$ cat config.mk
export PLATFORM = sky130hd
export DESIGN_NAME = lsu_icb_sram_rsp
export DESIGN_NICKNAME = d
export VERILOG_FILES = /design/src/rtl/lsu_icb_sram_rsp_pkg.sv /design/src/rtl/lsu_icb_sram_rsp_fifo.sv /design/src/rtl/lsu_icb_sram_rsp.sv
export SDC_FILE = /design/constraint.sdc
export NUM_CORES = 1
export LEC_CHECK = 0
export BUFFER_PORTS_ARGS = -buffer_cell sky130_fd_sc_hd__buf_2
export CAP_MARGIN = 20
export CELL_PAD_IN_SITES_DETAIL_PLACEMENT = 1
export CELL_PAD_IN_SITES_GLOBAL_PLACEMENT = 1
export CORE_MARGIN = 3
export CORE_UTILIZATION = 39
export DETAILED_ROUTE_END_ITERATION = 16
export PLACE_DENSITY_LB_ADDON = 0.1
export SYNTH_ARGS = -nofsm -noshare
export SYNTH_HDL_FRONTEND = slang
export SYNTH_SLANG_ARGS = --single-unit
$ cat constraint.sdc
create_clock -name clk -period 4.35 [get_ports clk]
set_input_delay 0.2175 -clock clk [delete_from_list [all_inputs] [get_ports clk]]
set_output_delay 0.2175 -clock clk [all_outputs]
set_load 0.01 [all_outputs]
$ cat src/rtl/lsu_icb_sram_rsp_pkg.sv
// Shared constants for the LSU data-SRAM ICB responder: bus widths and the
// placement of the data SRAM in the address map.
package lsu_icb_sram_rsp_pkg;

    localparam int          XLEN           = 32;
    localparam int          ADDR_SIZE      = 32;
    localparam int          DMEM_AW        = 12;
    localparam logic [31:0] DMEM_BASE_ADDR = 32'h8000_0000;
    localparam int          DMEM_OUTS      = 2;

endpackage

$ cat src/rtl/lsu_icb_sram_rsp_fifo.sv
// Generic synchronous FIFO with valid/ready on both sides, used to park
// responses that the initiator has not yet taken.
module icb_rsp_fifo #(
    parameter int W     = 33,
    parameter int DEPTH = 2
) (
    input  logic                       clk,
    input  logic                       rst_n,
    input  logic                       in_valid,
    output logic                       in_ready,
    input  logic [W-1:0]               in_data,
    output logic                       out_valid,
    input  logic                       out_ready,
    output logic [W-1:0]               out_data,
    output logic                       full,
    output logic                       empty,
    output logic [$clog2(DEPTH):0]     count
);

    localparam int PW = $clog2(DEPTH);

    logic [W-1:0] mem_reg [DEPTH];
    logic [PW:0]  wr_ptr_reg;
    logic [PW:0]  rd_ptr_reg;
    logic         push;
    logic         pop;

    // Pointers carry one wrap bit so full and empty are distinguishable.
    assign empty     = (wr_ptr_reg == rd_ptr_reg);
    assign full      = (wr_ptr_reg[PW] != rd_ptr_reg[PW]) &&
                       (wr_ptr_reg[PW-1:0] == rd_ptr_reg[PW-1:0]);
    assign count     = wr_ptr_reg - rd_ptr_reg;
    assign in_ready  = ~full;
    assign out_valid = ~empty;
    assign push      = in_valid & in_ready;
    assign pop       = out_valid & out_ready;
    assign out_data  = mem_reg[rd_ptr_reg[PW-1:0]];

    always_ff @(posedge clk or negedge rst_n) begin
        if (!rst_n) begin
            wr_ptr_reg <= '0;
            rd_ptr_reg <= '0;
        end else begin
            if (push) wr_ptr_reg <= wr_ptr_reg + 1'b1;
            if (pop)  rd_ptr_reg <= rd_ptr_reg + 1'b1;
        end
    end

    generate
        for (genvar gi = 0; gi < DEPTH; gi++) begin : g_entry
            always_ff @(posedge clk) begin
                if (push && (wr_ptr_reg[PW-1:0] == PW'(gi))) begin
                    mem_reg[gi] <= in_data;
                end
            end
        end
    endgenerate

endmodule

$ cat src/rtl/lsu_icb_sram_rsp.sv
// ICB responder for the LSU data SRAM: decodes commands onto a 1-cycle
// synchronous SRAM and returns in-order responses with bounded credits.
module lsu_icb_sram_rsp
    import lsu_icb_sram_rsp_pkg::*;
#(
    parameter int              AW         = ADDR_SIZE,
    parameter int              DW         = XLEN,
    parameter int              MEM_AW     = DMEM_AW,
    parameter logic [AW-1:0]   BASE_ADDR  = AW'(DMEM_BASE_ADDR),
    parameter int              OUTS_DEPTH = DMEM_OUTS
) (
    input  logic                clk,
    input  logic                rst_n,
    input  logic                icb_cmd_valid,
    output logic                icb_cmd_ready,
    input  logic [AW-1:0]       icb_cmd_addr,
    input  logic                icb_cmd_read,
    input  logic [DW-1:0]       icb_cmd_wdata,
    input  logic [DW/8-1:0]     icb_cmd_wmask,
    output logic                icb_rsp_valid,
    input  logic                icb_rsp_ready,
    output logic [DW-1:0]       icb_rsp_rdata,
    output logic                icb_rsp_err,
    output logic                sram_cs,
    output logic                sram_we,
    output logic [MEM_AW-1:0]   sram_addr,
    output logic [DW/8-1:0]     sram_wem,
    output logic [DW-1:0]       sram_din,
    input  logic [DW-1:0]       sram_dout
);

    localparam int          CW         = $clog2(OUTS_DEPTH + 1);
    localparam int          FW         = DW + 1;
    localparam logic [AW:0] RANGE_LO   = {1'b0, BASE_ADDR};
    localparam logic [AW:0] RANGE_SPAN = (AW+1)'(1) << (MEM_AW + 2);
    localparam logic [AW:0] RANGE_HI   = RANGE_LO + RANGE_SPAN;

    logic [CW-1:0]  cnt_reg;
    logic [CW-1:0]  cnt_next;
    logic           s1_vld_reg;
    logic           s1_read_reg;
    logic           s1_err_reg;
    logic [DW-1:0]  s1_rdata;
    logic           cmd_hsk;
    logic           rsp_hsk;
    logic           in_range;
    logic [AW:0]    addr_ext;

    logic           fifo_push;
    logic           fifo_in_ready;
    logic           fifo_out_valid;
    logic [FW-1:0]  fifo_out_data;
    logic           fifo_full;
    logic           fifo_empty;
    logic [$clog2(OUTS_DEPTH):0] fifo_count;

    // Ready depends only on credits, never on icb_rsp_ready.
    assign icb_cmd_ready = rst_n & (cnt_reg < CW'(OUTS_DEPTH));
    assign cmd_hsk       = icb_cmd_valid & icb_cmd_ready;
    assign rsp_hsk       = icb_rsp_valid & icb_rsp_ready;

    assign addr_ext = {1'b0, icb_cmd_addr};
    assign in_range = (addr_ext >= RANGE_LO) && (addr_ext < RANGE_HI);

    assign sram_cs   = cmd_hsk & in_range;
    assign sram_we   = ~icb_cmd_read;
    assign sram_addr = icb_cmd_addr[MEM_AW+1:2];
    assign sram_wem  = icb_cmd_read ? '0 : icb_cmd_wmask;
    assign sram_din  = icb_cmd_wdata;

    always_comb begin
        cnt_next = cnt_reg;
        if (cmd_hsk && !rsp_hsk) begin
            cnt_next = cnt_reg + CW'(1);
        end else if (!cmd_hsk && rsp_hsk) begin
            cnt_next = cnt_reg - CW'(1);
        end
    end

    always_ff @(posedge clk or negedge rst_n) begin
        if (!rst_n) begin
            cnt_reg     <= '0;
            s1_vld_reg  <= 1'b0;
            s1_read_reg <= 1'b0;
            s1_err_reg  <= 1'b0;
        end else begin
            cnt_reg     <= cnt_next;
            s1_vld_reg  <= cmd_hsk;
            s1_read_reg <= cmd_hsk & icb_cmd_read;
            s1_err_reg  <= cmd_hsk & ~in_range;
        end
    end

    // sram_dout is only meaningful for a good read issued last cycle.
    assign s1_rdata = (s1_read_reg && !s1_err_reg) ? sram_dout : '0;

    // s1 bypasses the FIFO only when the FIFO is empty and the rsp is taken now.
    assign fifo_push = s1_vld_reg & ~(fifo_empty & icb_rsp_ready);

    icb_rsp_fifo #(
        .W     (FW),
        .DEPTH (OUTS_DEPTH)
    ) u_rsp_fifo (
        .clk       (clk),
        .rst_n     (rst_n),
        .in_valid  (fifo_push),
        .in_ready  (fifo_in_ready),
        .in_data   ({s1_err_reg, s1_rdata}),
        .out_valid (fifo_out_valid),
        .out_ready (icb_rsp_ready),
        .out_data  (fifo_out_data),
        .full      (fifo_full),
        .empty     (fifo_empty),
        .count     (fifo_count)
    );

    assign icb_rsp_valid = fifo_out_valid | s1_vld_reg;

    always_comb begin
        icb_rsp_err   = s1_err_reg;
        icb_rsp_rdata = s1_rdata;
        if (fifo_out_valid) begin
            icb_rsp_err   = fifo_out_data[FW-1];
            icb_rsp_rdata = fifo_out_data[DW-1:0];
        end
    end

    // Credits bound the FIFO; any of these firing means the bookkeeping broke.
    always_ff @(posedge clk) begin
        if (rst_n) begin
            assert (!(fifo_push && !fifo_in_ready));
            assert (!fifo_full || (cnt_reg == CW'(OUTS_DEPTH)));
            assert ((CW'(fifo_count) + CW'(s1_vld_reg)) <= cnt_reg);
        end
    end

endmodule

==> impl_metrics.env <==
export IMPL_initialDrtViolationCount=70
export IMPL_synthAdderAreaFrac_pct=0.3134
export IMPL_synth_compound_area_share_pct=1.442
export IMPL_slew_headroom_pct=41.86
export IMPL_synth_top_family_by_area="multiplexers"
export IMPL_cp_arrival_ns=2.56
export IMPL_largest_reg_flops=66
export IMPL_rr_endpoint="u_rsp_fifo.mem_reg[0][5]$_DFFE_PP_"
export IMPL_r2r_slack_ns=2.14
export IMPL_cts_buffers=9
export IMPL_htreeDepth=3
export IMPL_drt_first_pass_iters=4
export IMPL_crit_start="u_rsp_fifo.rd_ptr_reg[1]$_DFFE_PN0P_"
export IMPL_cts_tree="built"
export IMPL_grt_pass1_wl_mm=12.19
export IMPL_synth_warnings=0
export IMPL_viasPerCell=4.773
export IMPL_fmax_ghz=0.3605
export IMPL_ant_nets=0
export IMPL_rsz0062_at_grt="no"
export IMPL_drc=0
export IMPL_clockRootBuffer="clkbuf_8"
export IMPL_finalSetupViolations=0
export IMPL_synth_ff_type="edfxtp_1"
export IMPL_path_class="reg -> out"
export IMPL_power_density_nw_per_um2=631.7
export IMPL_clockBufferDepth=2
export IMPL_skew_ns=0.007646
export IMPL_grt_max_degree=40
export IMPL_top_usage_layer="met2"
export IMPL_vias=2248
export IMPL_synth_edf_count=66
export IMPL_insertion_delay_ns=0.34
export IMPL_first_global_vias=2386
export IMPL_final_nets=439
export IMPL_ys_ff_latch=75
export IMPL_worst_pin_slew_ns=0.8722
export IMPL_yosys_area_share_simple_pct=8.900
export IMPL_maxSlewViolCount=0
export IMPL_p_total_mw=2.819
export IMPL_period_minus_slack_ns=2.774
export IMPL_hp_class="in -> reg"
export IMPL_critPathCapture="icb_rsp_rdata[31]"
export IMPL_syn_inst=273
export IMPL_grt_met3_usage_pct=3.251
export IMPL_ir_worst_vdd_v=0.0002261
export IMPL_grt_overflow=0
export IMPL_die_w_um=107.2
export IMPL_p_leak_nw=1.937
export IMPL_muxShareOfSynthArea_pct=21.28
export IMPL_reg2reg_from="u_rsp_fifo.rd_ptr_reg[0]$_DFFE_PN0P_"
export IMPL_wl_mm=7.934
export IMPL_final_cell_mix="buf_2 (99), edfxtp_1 (66), mux2_2 (35)"
export IMPL_cts_clk_slew_worst_paths_ns=0.08
export IMPL_cp_start_kind="flip-flop"
export IMPL_grt_use_met1_pct=16.24
export IMPL_n_antenna_cell=0
export IMPL_synth_top_cell_by_area="edfxtp_1"
export IMPL_yosysSeqAreaShare_pct=55.28
export IMPL_end_kind="output pin"
export IMPL_syn_cell_area_um2=3993
export IMPL_use_met2_pct=24.49
export IMPL_clock_sinks=75
export IMPL_routabilityCongestion=0.6620
export IMPL_r2r_cells=3
export IMPL_post_cts_resized=0
export IMPL_port_buffers=99
export IMPL_post_dp_hpwl_mm=5.335
export IMPL_place_area_um2=4260
export IMPL_synth_top_area_share_pct=49.64
export IMPL_ios=190
export IMPL_synth_xor_area_share_pct=1.724
export IMPL_fin_crit_sh_pct=63.76
export IMPL_cap_violations=0
export IMPL_postCtsSetupRepairBufs=0
export IMPL_drive_above_1_share_pct=56.51
export IMPL_ys_types=33
export IMPL_fillerInstances=1037
export IMPL_tns_ns=0
export IMPL_async_flop_share_pct=12.00
export IMPL_core_area_um2=9864
export IMPL_design_area_um2=4463
export IMPL_path_max_fanout=18
export IMPL_rows=36
export IMPL_track_usage_pct=14.03
export IMPL_antenna_found_initial=0
export IMPL_worstPathRequired_ns=4.13
export IMPL_synth_avg_cell_area_um2=14.62
export IMPL_syn_num_nets=379
export IMPL_die_h_um=107.2
export IMPL_final_hold_viol_count=0
export IMPL_synth_area_leaders="edfxtp_1 (50%), mux2_4 (11%), mux2_2 (9.9%)"
export IMPL_syn_to_final_growth_pct=11.78
export IMPL_die_area_um2=11490
export IMPL_mostFrequentLayoutCell="buf_2"
export IMPL_wl_per_cell_um=16.85
export IMPL_status="complete, no violations"
export IMPL_start_util_pct=40.47
==> Yosys cell counts, types with 3 or more instances <==
cell type / count
nor2b_1: 6
and4b_1: 3
and2_1: 32
dfrtp_1: 9
mux2_4: 29
xnor2_1: 3
buf_12: 3
nor2_1: 3
xor2_1: 3
clkbuf_1: 5
nor4_1: 4
edfxtp_1: 66
inv_1: 3
buf_4: 44
mux2_2: 35
==> final cells by class <==
cell class | count | area (µm²) | area share, %
clock buffer | 10 | 127.6 | 2.860
clock inverter | 6 | 65.06 | 1.458
inverter | 3 | 11.26 | 0.2523
multi-input combinational | 140 | 1349 | 30.22
sequential | 75 | 2208 | 49.48
tap | 133 | 166.4 | 3.729
timing repair buffer | 104 | 535.5 | 12.00
==> timing repair <==
action	4_1_cts	5_1_grt
endpoints found under the setup margin	0	0
hold endpoints to repair	9	0
hold buffers	1	0
==> worst max-delay path: stages (launching register included) <==
cell and delay [ns]:
dfrtp_1 0.43, xor2_2 0.35, or2_2 0.58, buf_4 0.35, mux2_2 0.36, buf_2 0.14
==> metrics by stage <==
step | setup slack, ns | utilization [%] | std cells | hold WS, ns
after global routing | 1.413 | 45.24 | 471 | 0.1772
after global placement | 1.849 | 43.19 | 454 | 0.08731
after floorplan | 2.134 | - | 273 | -0.07809
final | 1.576 | 45.24 | 471 | 0.1631
after CTS | 1.497 | 45.24 | 471 | 0.1506
after detailed placement | 1.880 | 43.19 | 454 | 0.08910
==> routing by layer <==
metal / share of wire [%] / vias to the layer above
met4: 1.8 / 0
met1: 41 / 1082
li1: - / 1058
met3: 6.4 / 20
met5: 0 / -
met2: 51 / 88
==> where the power goes <==
group          switching (mW)  internal [mW]
Sequential             0.0436          0.873
Clock                   0.257          0.266
Combinational           0.652          0.727
Total                   0.953           1.87
==> cell families after synthesis <==
logic type,count (synthesis)
buffers and inverters,58
multiplexers,66
adder cells (fa/ha/maj),1
XOR/XNOR,7
AO/OA/AOI/OAI,9
AND/OR/NAND/NOR,57
flip-flops,75
==> worst min-delay path by stage <==
stage / depth (start not counted) / slack (ns) / end / start
after floorplan: 0 / -0.08 / cnt_reg[0]$_DFFE_PN0P_ / rst_n
after global placement: 1 / 0.09 / cnt_reg[0]$_DFFE_PN0P_ / rst_n
after detailed placement: 1 / 0.09 / cnt_reg[0]$_DFFE_PN0P_ / rst_n
after CTS: 3 / 0.15 / s1_read_reg$_DFF_PN0_ / icb_cmd_valid
after global routing: 3 / 0.18 / s1_read_reg$_DFF_PN0_ / icb_cmd_valid
final: 3 / 0.16 / s1_read_reg$_DFF_PN0_ / icb_cmd_read
No activity file was read; power rests on OpenSTA's default activity.
